===== src/rtl/acc_core_ctl.sv =====
// acc_core_ctl: single-issue accumulator core (R0 = accumulator) with a req/done
// run-control FSM and a saturating run-cycle counter.
module acc_core_ctl #(
    parameter int DW       = 8,
    parameter int PW       = 12,
    parameter int PROG_END = 100,
    parameter int CW       = 16
) (
    input  logic          clk,
    input  logic          reset,
    input  logic          req,
    output logic          done,
    output logic [PW-1:0] instr_addr,
    input  logic [8:0]    instr,
    output logic [DW-1:0] mem_addr,
    output logic [DW-1:0] mem_wdata,
    output logic          mem_we,
    input  logic [DW-1:0] mem_rdata,
    output logic [4:0]    lut_idx,
    input  logic [PW-1:0] lut_target,
    output logic [CW-1:0] cycle_cnt
);
    typedef enum logic [1:0] {IDLE, RUN, DONE} state_t;
    localparam logic [3:0] OP_LD = 4'd0, OP_ST = 4'd1, OP_MOVT = 4'd2, OP_MOVF = 4'd3;
    localparam logic [3:0] OP_ADD = 4'd4, OP_SUB = 4'd5, OP_AND = 4'd6, OP_OR = 4'd7;
    localparam logic [3:0] OP_XOR = 4'd8, OP_SHL = 4'd9, OP_SHR = 4'd10, OP_LI = 4'd11;
    localparam logic [3:0] OP_ADDI = 4'd12, OP_BF = 4'd13, OP_JMP = 4'd14, OP_HALT = 4'd15;

    state_t        state_q, state_d;
    logic [PW-1:0] pc_q, pc_d;
    logic [DW-1:0] regs_q [16];
    logic [DW-1:0] regs_d [16];
    logic          flag_q, flag_d;
    logic [CW-1:0] cnt_q, cnt_d;

    logic [3:0]    op;
    logic [3:0]    rn;
    logic [DW-1:0] r0, rv, imm, lg;
    logic [DW:0]   sum, dif, addi;
    logic          at_end, exec, taken, start;

    assign op     = instr[8:5];
    assign rn     = instr[4:1];
    assign r0     = regs_q[0];
    assign rv     = regs_q[rn];
    assign imm    = {{(DW-5){1'b0}}, instr[4:0]};
    assign sum    = {1'b0, r0} + {1'b0, rv};
    assign dif    = {1'b0, r0} - {1'b0, rv};
    assign addi   = {1'b0, r0} + {1'b0, imm};
    assign lg     = op == OP_AND ? r0 & rv : op == OP_OR ? r0 | rv : r0 ^ rv;
    // the end-of-program check precedes execute: the word at PROG_END never runs
    assign at_end = pc_q == PW'(PROG_END);
    assign exec   = state_q == RUN && !at_end;
    assign taken  = exec && (op == OP_JMP || (op == OP_BF && flag_q));
    assign start  = state_q == IDLE && req;

    always_ff @(posedge clk) begin
        if (!reset) state_q <= IDLE;
        else        state_q <= state_d;
    end

    always_comb begin
        state_d = state_q;
        case (state_q)
            IDLE:    state_d = req ? RUN : IDLE;
            RUN:     state_d = (at_end || op == OP_HALT) ? DONE : RUN;
            DONE:    state_d = req ? DONE : IDLE;
            default: state_d = IDLE;
        endcase
    end

    always_comb begin
        done       = state_q == DONE;
        mem_we     = reset && exec && op == OP_ST;
        instr_addr = pc_q;
        mem_addr   = rv;
        mem_wdata  = r0;
        lut_idx    = instr[4:0];
        cycle_cnt  = cnt_q;
    end

    always_comb begin
        regs_d = regs_q;
        flag_d = flag_q;
        pc_d   = pc_q;
        cnt_d  = cnt_q;
        if (start) begin
            regs_d = '{default: '0};
            flag_d = 1'b0;
            pc_d   = '0;
            cnt_d  = '0;
        end else if (state_q == RUN) begin
            cnt_d = cnt_q == '1 ? cnt_q : cnt_q + CW'(1);
            if (!at_end) begin
                pc_d = taken ? lut_target : op == OP_HALT ? pc_q : pc_q + PW'(1);
                case (op)
                    OP_LD:                 regs_d[0] = mem_rdata;
                    OP_MOVT:               regs_d[rn] = r0;
                    OP_MOVF:               regs_d[0] = rv;
                    OP_ADD:                {flag_d, regs_d[0]} = sum;
                    OP_SUB:                {flag_d, regs_d[0]} = dif;
                    OP_AND, OP_OR, OP_XOR: begin
                        regs_d[0] = lg;
                        flag_d    = lg == '0;
                    end
                    OP_SHL:                {flag_d, regs_d[0]} = {r0, 1'b0};
                    OP_SHR:                {regs_d[0], flag_d} = {1'b0, r0};
                    OP_LI:                 regs_d[0] = imm;
                    OP_ADDI:               {flag_d, regs_d[0]} = addi;
                    default:               ;
                endcase
            end
        end
    end

    always_ff @(posedge clk) begin
        if (!reset) begin
            pc_q   <= '0;
            regs_q <= '{default: '0};
            flag_q <= 1'b0;
            cnt_q  <= '0;
        end else begin
            pc_q   <= pc_d;
            regs_q <= regs_d;
            flag_q <= flag_d;
            cnt_q  <= cnt_d;
        end
    end
endmodule


===== config.mk =====
export PLATFORM = sky130hd
export DESIGN_NAME = acc_core_ctl
export DESIGN_NICKNAME = d
export VERILOG_FILES = /design/src/rtl/acc_core_ctl.sv
export SDC_FILE = /design/constraint.sdc
export NUM_CORES = 1
export LEC_CHECK = 0
export ABC_CLOCK_PERIOD_IN_PS = 4900
export CAP_MARGIN = 20
export CORE_UTILIZATION = 55
export CTS_CLUSTER_SIZE = 10
export DETAILED_ROUTE_END_ITERATION = 12
export HOLD_SLACK_MARGIN = 0.1
export PLACE_DENSITY = 0.76
export SLEW_MARGIN = 20
export SYNTH_ARGS = -nofsm -noshare
export SYNTH_HDL_FRONTEND = slang
export SYNTH_SLANG_ARGS = --single-unit

===== constraint.sdc =====
create_clock -name clk -period 4.9 [get_ports clk]
set_input_delay 0.735 -clock clk [delete_from_list [all_inputs] [get_ports clk]]
set_output_delay 0.735 -clock clk [all_outputs]
set_load 0.1 [all_outputs]

Word level (Yosys, flattened, before mapping)
Cells that the tools add are included.
{"block": "totals", "register_bits": 159, "latchBits": 0, "ram_bits": 0, "mem_bits_ro": 0, "in_bits": 32, "output_inout_bits": 51, "wordCells": 92, "n_memories": 0}
{"block": "op_classes", "add_sub_neg": 5, "n_mul": 0, "div_mod_pow": 0, "n_lt_le_gt_ge": 2, "eq_ne": 20, "n_shift": 0, "mux": 16, "bitwise_logic": 7, "reduce_logical": 22}
{"cell": "$bwmux 128", "n": 1}
{"cell": "$pmux 8 s10", "n": 1}
{"cell": "$mux 8", "n": 5}
{"cell": "$bmux 8 s4", "n": 1}
{"cell": "$demux 8 s4", "n": 1}
{"cell": "$eq 4x4->1 const B", "n": 8}
{"cell": "$mux 12", "n": 2}
{"cell": "$add 16x1->16 const B", "n": 1}
{"cell": "$eq 16x16->1 const B", "n": 1}
{"cell": "$eq 4x3->1 const B", "n": 4}
{"cell": "$add 12x1->12 const B", "n": 1}
{"cell": "$eq 12x7->1 const B", "n": 1}
{"cell": "$reduce_and 3->1", "n": 4}
{"cell": "$reduce_bool 10->1", "n": 1}
{"cell": "$add 8x5->9", "n": 1}
{"cell": "$add 8x8->9", "n": 1}
{"cell": "$sub 8x8->9", "n": 1}
{"cell": "$and 8x8->8", "n": 1}
{"cell": "$eq 4x2->1 const B", "n": 2}
{"cell": "$logic_not 8->1", "n": 1}
{"cell": "$or 8x8->8", "n": 1}
{"cell": "$xor 8x8->8", "n": 1}
{"cell": "$logic_and 1x1->1", "n": 7}
{"cell": "$pmux 1 s6", "n": 1}
{"cell": "other kinds (19)", "n": 23}

Logic depth before layout (Yosys ltp)
Gate-level depths: netlist of run 1.
{"block": "logic_depth", "depth_word": 9, "ltp_mapped": 17, "depth_no_buf": 13}

Worst setup path after synthesis of run 1
No wires, ideal clock.
{"block": "synth_timing", "path_type": "input-to-reg", "start": "in instr[2]", "end": "reg regs_q, in the netlist mem_wdata[5]", "setup_time_ps": 70, "t_arrival_ps": 4497, "required_ps": 4830, "path_slack_ps": 333, "path_stages": 13, "n_path_buf": 2, "cell_sequence": "clkbuf_1 -> buf_2 -> mux4_2 -> mux2_2 -> o21ai_0 -> inv_1 -> ha_1 -> a211o_1 -> and3_1 -> or4_1 -> a21oi_1 -> a211oi_1 -> a21oi_1"}
{"block": "synth_between", "elab_cells_between_ends": 19, "cone_classes": "add/sub: 3; order compare: 2; mux: 9; bitwise: 4; reduce/logical: 1"}
{"item": "from (decl)", "line_no": "14", "rtl": "input logic [8:0] instr,"}
{"item": "$not 4->5 (implied by the code) *", "line_no": "45", "rtl": "assign rv = regs_q[rn];"}
{"item": "$bmux 8 s4 *", "line_no": "45"}
{"item": "$mux 8 (implied by the code) * (2 in a row)", "line_no": "45"}
{"item": "via mem_addr[2]", "line_no": "15", "rtl": "output logic [DW-1:0] mem_addr,"}
{"item": "$sub 8x8->9 or $add 8x8->9 (tied branches)", "line_no": "48, 47"}
{"item": "$pmux 8 s10 *", "line_no": "96", "rtl": "case (op)"}
{"item": "to (signal assigned)", "line_no": "124", "rtl": "regs_q <= regs_d;"}
{"item": "to (decl)", "line_no": "31", "rtl": "logic [DW-1:0] regs_q [16];"}
Mark *: on every way through the listed nets, which the timed path passes. The rest lies on a longest branch. The select of a mux whose other input is x is not followed.
A chain may end at the register's enable or synchronous reset.

Worst setup path in the final report of run 1
{"block": "layout_timing", "start": "in instr[1]", "end": "reg regs_q, in the netlist mem_wdata[4]"}
{"block": "layout_between", "elab_chain_cells": 8, "elab_cells_between_ends": 19, "cone_classes": "add/sub: 3; order compare: 2; mux: 9; bitwise: 4; reduce/logical: 1"}
{"item": "parallel branches: the longest is 7 deep, another holds $sub 8x8->9"}
{"item": "$pmux 8 s10 *", "line_no": "96"}
Mark *: on every way between the ends. The select of a mux whose other input is x is not followed.

==> metrics.md, run 1 <==
| Metric | Value |
|---|---|
| Status | `finished, final reports clean` |
| Fin worst setup slack | `about 0.7 ns` |
| Number of setup buffers added after CTS | `0` |
| CTS Sinks | `159` |
| Clock Pin Slew Worst Setup and Hold Paths | `about 0.06 ns` |
| Max Freq | `0.238 GHz` |
| Slew margin rel. | `0.206` |
| Largest net degree at the start of global routing | `144` |
| Critical path's top delay family | `multiplexers` |
| Mapped Area | `approximately 0.0096 mm2` |
| Worst r2r dst | `mem_wdata[6]$_SDFFE_PP0P_` |
| Setup CP Type | `in -> reg` |
| Core area | `between 0.015 and 0.02 mm2` |
| Leak | `between 3 and 4 nW` |
| Tmin final | `4.20 ns` |
| Horiz. Die Dim | `approximately 130 um` |
| Post-placement cell area | `0.0105 mm2` |
| Worst skew pair latency | `0.44 ns` |
| Peak VDD IR | `between 0.0002 and 0.0003 V` |
| Async S/R FF share, synth | `0` |
| Fillcell total | `~1.5k` |
| GR peak layer | `met2` |
| Grt total ovfl | `0` |
| Dominant cell type by area after synthesis | `dfxtp_1` |
| Slew Viols, Final | `0` |
| I/O pins | `83` |
| Total Routing Usage GR | `0.327` |
| Register area | `between 0.003 and 0.004 mm2` |
| Synth top area share | `0.330` |
| Design area | `0.0111 mm2` |
| Synth top cells by count | `163 x nand2_1, 159 x dfxtp_1, 113 x a21oi_1` |
| CP Launch Type | `input port` |
| Sequential element share of the synthesized area | `0.330` |
| Post-route ant nets | `0` |
| Stages on the worst setup path | `12` |
| Critical Path RT | `5.20 ns` |
| Layout Nets | `1260` |
| Synth Instances | `1165` |
| Worst slew pin tran | `approximately 1.2 ns` |
| IO Port Bufs | `82` |
| Synth cell types | `74` |
| First-pass GRT wire length | `45.5 mm` |
| H-tree Lvls | `4` |
| CP max FO | `14` |
| RSZ-0062 raised after global routing | `no` |
| EDFF count, synth | `0` |
| CTS root buffer | `clkbuf_16` |
| Met2 Use GR | `0.499` |
| Post-synth net total | `roughly 1.2k` |
| Post-cts repair resize count | `0` |
| TritonCTS clock tree | `done` |
| Final Setup Violations | `0` |
| Slowest cell on the critical path | `mux4_2` |
| Met1 Track Usage GR | `0.444` |
| Pwr Density | `286 mW/mm2` |
| Placer Congestion | `0.984` |
| Layout cells sized above 1 | `0.110` |
| Clock Skews | `approximately 0.013 ns` |
| CP Buf/Inv Count | `2` |
| Reg2reg setup slack | `1.19 ns` |
| Initial antenna violation count | `0` |
| R2r startpoint | `regs_q[66]$_SDFFE_PP0P_` |
| CP arrival | `4.50 ns` |
| Final antenna diode count | `0` |
| Die Ht | `roughly 130 um` |
| DP Worst Slack | `between 0.3 and 0.4 ns` |
| Critical path, cell by cell | `buf_2 > buf_4 > mux4_2 > mux4_2 > ha_1 > fa_1 > nor2b_1 > o21ai_0 > nor3b_1 > nor3_1 > a211oi_1 > o211ai_1` |
| Area of the multi-input gates | `approximately 0.0059 mm2` |
| Via-to-Cell Ratio | `6.33` |
| TritonCTS Buffers | `17` |
| Main synth FF type | `dfxtp_1` |
| Worst reg-to-reg path cell count | `10` |
| Seq cells post-synth | `159` |
| # DRC | `0` |
| Dpl hpwl | `19.9 mm` |
| CTS Buffer Depth | `2` |
| Non-filler cells, final | `1429` |
| Fin Setup TNS | `0 ns` |
| Layout Area Growth over Synthesis | `15.7%` |
| Avg Cell Area, Syn | `approximately 8.3 um2` |
| Final number of hold-violating endpoints | `0` |
| Type of the worst min-delay path | `reg -> reg` |
| Cell mode on critical path | `mux4_2` |
| DRT Pass-1 Iters | `5` |
| Dominant cells by area after synthesis | `dfxtp_1 33%, mux4_2 7.9%, mux2i_1 6.6%` |
| Vias in the first global route | `8162` |
| Initial Util | `0.561` |
| Hold Buf Count CTS | `0` |
| Power Total | `roughly 3.2 mW` |
| Routed WL per cell | `20.4 um` |
| Period utilization | `0.858` |
| Detailed router's first-iteration violation count | `922` |
| Die area | `0.0181 mm2` |
| Worst setup EP type | `register` |
| Setup crit start | `instr[1]` |
| Number of max-cap violations | `0` |
| Grt met3 use | `0.0752` |
| Synth Warn # | `0` |
| Critical Path Max Stage Delay | `0.58 ns` |
| Final wirelength | `29.2 mm` |
| Via count | `around 9k` |
| Most frequent cell after synthesis | `nand2_1` |
| Endpoint of the worst setup timing path | `mem_wdata[4]$_SDFFE_PP0P_` |
| Row cnt | `48` |
| Placed cell count | `1397` |
==> area by class of cell <==
class	count	share of cell area
timing repair buffer	109	0.0929
clock buffer	18	0.0394
tap	225	0.0253
inverter	35	0.0118
sequential	159	0.286
clock inverter	14	0.0174
multi-input combinational	869	0.528
==> layer usage <==
metal,up-vias,wire (um)
met2,440,13400
met3,74,2360
li1,4190,-
met4,0,935
met1,4337,12400
met5,-,0
==> power breakdown <==
| part | internal, mW | switching (mW) | total, mW |
|---|---|---|---|
| combinational | 0.148 | 0.311 | 0.459 |
| clock | 0.836 | 0.585 | 1.42 |
| sequential | 1.30 | 0.00584 | 1.30 |
| total | 2.28 | 0.902 | 3.18 |
==> how the worst min path moves through the flow <==
stage | from | depth (start not counted) | slack, ns | to
2_1_floorplan | regs_q[40]$_SDFFE_PP0P_ | 2 | 0.43 | regs_q[40]$_SDFFE_PP0P_
3_3_place_gp | regs_q[35]$_SDFFE_PP0P_ | 2 | 0.43 | regs_q[35]$_SDFFE_PP0P_
3_5_place_dp | regs_q[65]$_SDFFE_PP0P_ | 2 | 0.44 | regs_q[65]$_SDFFE_PP0P_
4_1_cts | regs_q[37]$_SDFFE_PP0P_ | 2 | 0.45 | regs_q[37]$_SDFFE_PP0P_
5_1_grt | regs_q[41]$_SDFFE_PP0P_ | 2 | 0.47 | regs_q[41]$_SDFFE_PP0P_
6_report | regs_q[37]$_SDFFE_PP0P_ | 2 | 0.45 | regs_q[37]$_SDFFE_PP0P_
==> worst reg2reg max path, stage by stage, from the launching register on <==
cell and delay (ns):
dfxtp_1 0.33, mux4_2 0.48, mux2_2 0.28, o21ai_0 0.70
ha_1 0.41, nand2b_1 0.18, a221oi_1 0.54, mux2i_1 0.32
o22ai_1 0.10, nor3_1 0.17, o21ai_0 0.10
==> state kept, by name, indices dropped and copies added (netlist names) <==
signal      flops
regs_q        120
cycle_cnt      16
instr_addr     12
mem_wdata       8
state_q         2
flag_q          1
==> layout by cell type (no fill, tap or decap), drive strengths merged, types with 7 or more instances in the layout <==
master,count
clkdlybuf4s50,69
clkbuf,18
or2,9
ha,34
a211oi,11
nor2b,10
o21ai,71
or3,11
nor2,109
nand2b,16
nor3,20
mux4,34
xnor2,7
nand3b,7
dfxtp,159
xor2,13
mux2i,64
mux2,9
o22ai,7
and3,10
nand3,25
a21o,11
a21oi,114
buf,40
o21a,8
nand2,163
nor4,7
inv,43
nand4,15
==> stage by stage <==
stage                     hold WS (ns)   util
after CTS                        0.453  0.649
after global routing             0.465  0.649
after global placement           0.435  0.612
after floorplan                  0.429      -
final                            0.452  0.649
after detailed placement         0.444  0.612
==> cell families after synthesis <==
kind of cell | count (synthesis) | share of synthesized area
AO/OA/AOI/OAI | 273 | 0.169
XOR/XNOR | 20 | 0.0182
buffers and inverters | 137 | 0.0605
AND/OR/NAND/NOR | 431 | 0.214
flip-flops | 159 | 0.330
multiplexers | 107 | 0.156
adder cells (fa/ha/maj) | 38 | 0.0514
(Power assumes the default switching activity.)
==> inputs of run 2 (changes only) <==
--- a/config.mk
+++ b/config.mk
@@ -12,7 +12,7 @@
 export DETAILED_ROUTE_END_ITERATION = 12
 export HOLD_SLACK_MARGIN = 0.1
 export PLACE_DENSITY = 0.76
-export SLEW_MARGIN = 20
+export RECOVER_POWER = 25
 export SYNTH_ARGS = -nofsm -noshare
 export SYNTH_HDL_FRONTEND = slang
 export SYNTH_SLANG_ARGS = --single-unit
==> metrics.md, run 2 (same netlist as run 1, synthesis figures left out) <==
| Metric | Value |
|---|---|
| Status | `complete, but fails checks` |
| Failing checks | `max-capacitance violations, max-slew violations` |
| CTS root buffer | `clkbuf_16` |
| CP Launch Type | `input port` |
| Post-cts repair resize count | `0` |
| Worst slew pin tran | `2.87 ns` |
| Endpoint of the worst setup timing path | `mem_wdata[6]$_SDFFE_PP0P_` |
| TritonCTS clock tree | `done` |
| Peak VDD IR | `0.000297 V` |
| Biggest register | `regs_q` |
| Via count | `9018` |
| Cell mode on critical path | `o21ai_0` |
| Layout Nets | `1260` |
| Fin Setup TNS | `0 ns` |
| Critical path, cell by cell | `dlygate4sd3_1 > mux2_2 > o21ai_0 > ha_1 > nand2b_1 > a221oi_1 > mux2i_1 > o22ai_1 > nor3_1 > o21ai_0` |
| Layout cells sized above 1 | `0.109` |
| Number of max-cap violations | `1` |
| TritonCTS Buffers | `17` |
| Post-route ant nets | `0` |
| Reg2reg setup slack | `1.13 ns` |
| Commonest non-fill, non-tap cell in the layout | `nand2_1` |
| Slew Viols, Final | `144` |
| Critical Path Max Stage Delay | `0.86 ns` |
| Total Routing Usage GR | `0.327` |
| Setup crit start | `instr[3]` |
| Critical Path RT | `approximately 5.2 ns` |
| # DRC | `0` |
| Hold Buf Count CTS | `0` |
| Grt total ovfl | `0` |
| Worst setup EP type | `register` |
| Max Freq | `0.236 GHz` |
| Pwr Density | `286 mW/mm2` |
| CTS Sinks | `159` |
| Clock Skews | `approximately 0.013 ns` |
| Via-to-Cell Ratio | `~6.3` |
| Core area | `0.0172 mm2` |
| CP Buf/Inv Count | `1` |
| Slowest cell on the critical path | `dlygate4sd3_1` |
| CP arrival | `4.56 ns` |
| Row cnt | `48` |
| Tmin final | `4.24 ns` |
| Horiz. Die Dim | `around 130 um` |
| Vias in the first global route | `8162` |
| Detailed router's first-iteration violation count | `1033` |
| Power Total | `3.18 mW` |
| Initial antenna violation count | `0` |
| IO Port Bufs | `82` |
| First-pass GRT wire length | `roughly 46 mm` |
| I/O pins | `83` |
| RSZ-0062 raised after global routing | `no` |
| Final wirelength | `29.2 mm` |
| Final number of hold-violating endpoints | `0` |
| Placed cell count | `1397` |
| Placer Congestion | `0.984` |
| Clock Pin Slew Worst Setup and Hold Paths | `0.07 ns` |
| Setup CP Type | `in -> reg` |
| Non-filler cells, final | `1429` |
| Type of the worst min-delay path | `reg -> reg` |
| H-tree Lvls | `4` |
| Routed WL per cell | `about 20 um` |
| Dpl hpwl | `roughly 20 mm` |
| Worst r2r dst | `mem_wdata[6]$_SDFFE_PP0P_` |
| Critical path's top delay family | `compound AO/OA/AOI/OAI gates` |
| Most frequent cells in the layout | `163 x nand2_1, 159 x dfxtp_1, 113 x a21oi_1` |
| Layout Area Growth over Synthesis | `15.5%` |
| Final core occ | `0.648` |
| Final Setup Violations | `0` |
| Period utilization | `0.866` |
| Leak | `3.99 nW` |
| Number of setup buffers added after CTS | `0` |
| Final antenna diode count | `0` |
| CTS Buffer Depth | `2` |
| Die Ht | `134 um` |
| Largest net degree at the start of global routing | `144` |
| CP max FO | `7` |
| Die area | `0.0181 mm2` |
| Worst reg-to-reg path cell count | `10` |
| DRT Pass-1 Iters | `8` |
| Initial Util | `0.561` |
| Max reg flops | `120` |
| R2r startpoint | `regs_q[66]$_SDFFE_PP0P_` |
| Worst skew pair latency | `between 0.4 and 0.5 ns` |
| Slew margin rel. | `-0.915` |
| Stages on the worst setup path | `10` |
run 2: layout make-up:
| cell class | count | area, um2 |
|---|---|---|
| tap | 225 | 282 |
| inverter | 35 | 131 |
| multi-input combinational | 869 | 5880 |
| sequential | 159 | 3180 |
| timing repair buffer | 109 | 1020 |
| clock buffer | 18 | 439 |
| clock inverter | 14 | 194 |
| fill | 1535 | 6050 |
run 2: tightest hold or removal path, stage by stage, from the launching register on:
cell and delay (ns):
dfxtp_1 0.31, nand2_1 0.05, a21oi_1 0.05
run 2: how the worst min path moves through the flow:
stage,slack [ns],endpoint,cells after the start,from
after floorplan,0.43,regs_q[40]$_SDFFE_PP0P_,2,regs_q[40]$_SDFFE_PP0P_
after global placement,0.43,regs_q[35]$_SDFFE_PP0P_,2,regs_q[35]$_SDFFE_PP0P_
after detailed placement,0.44,regs_q[65]$_SDFFE_PP0P_,2,regs_q[65]$_SDFFE_PP0P_
after CTS,0.45,regs_q[37]$_SDFFE_PP0P_,2,regs_q[37]$_SDFFE_PP0P_
after global routing,0.47,regs_q[41]$_SDFFE_PP0P_,2,regs_q[41]$_SDFFE_PP0P_
final,0.45,regs_q[65]$_SDFFE_PP0P_,2,regs_q[65]$_SDFFE_PP0P_
run 2: metal layers:
metal,GRT usage,vias up,wire [um]
met2,0.499,456,13500
li1,-,4198,-
met5,0,-,0
met4,0.137,0,892
met1,0.444,4288,12500
met3,0.0752,76,2430
run 2: where the power goes:
| part | switching [mW] | internal (mW) | total (mW) |
|---|---|---|---|
| clock network | 0.588 | 0.836 | 1.42 |
| registers | 0.00578 | 1.30 | 1.30 |
| logic | 0.311 | 0.145 | 0.456 |
| total | 0.905 | 2.28 | 3.18 |
run 2: per-stage QoR:
stage,setup slack [ns],hold WS (ns),cell area [um2]
final,0.656,0.451,11100
after global routing,0.439,0.465,11100
after CTS,0.748,0.453,11100
after detailed placement,0.331,0.444,10500
after global placement,0.369,0.435,10500
after floorplan,0.333,0.429,9640
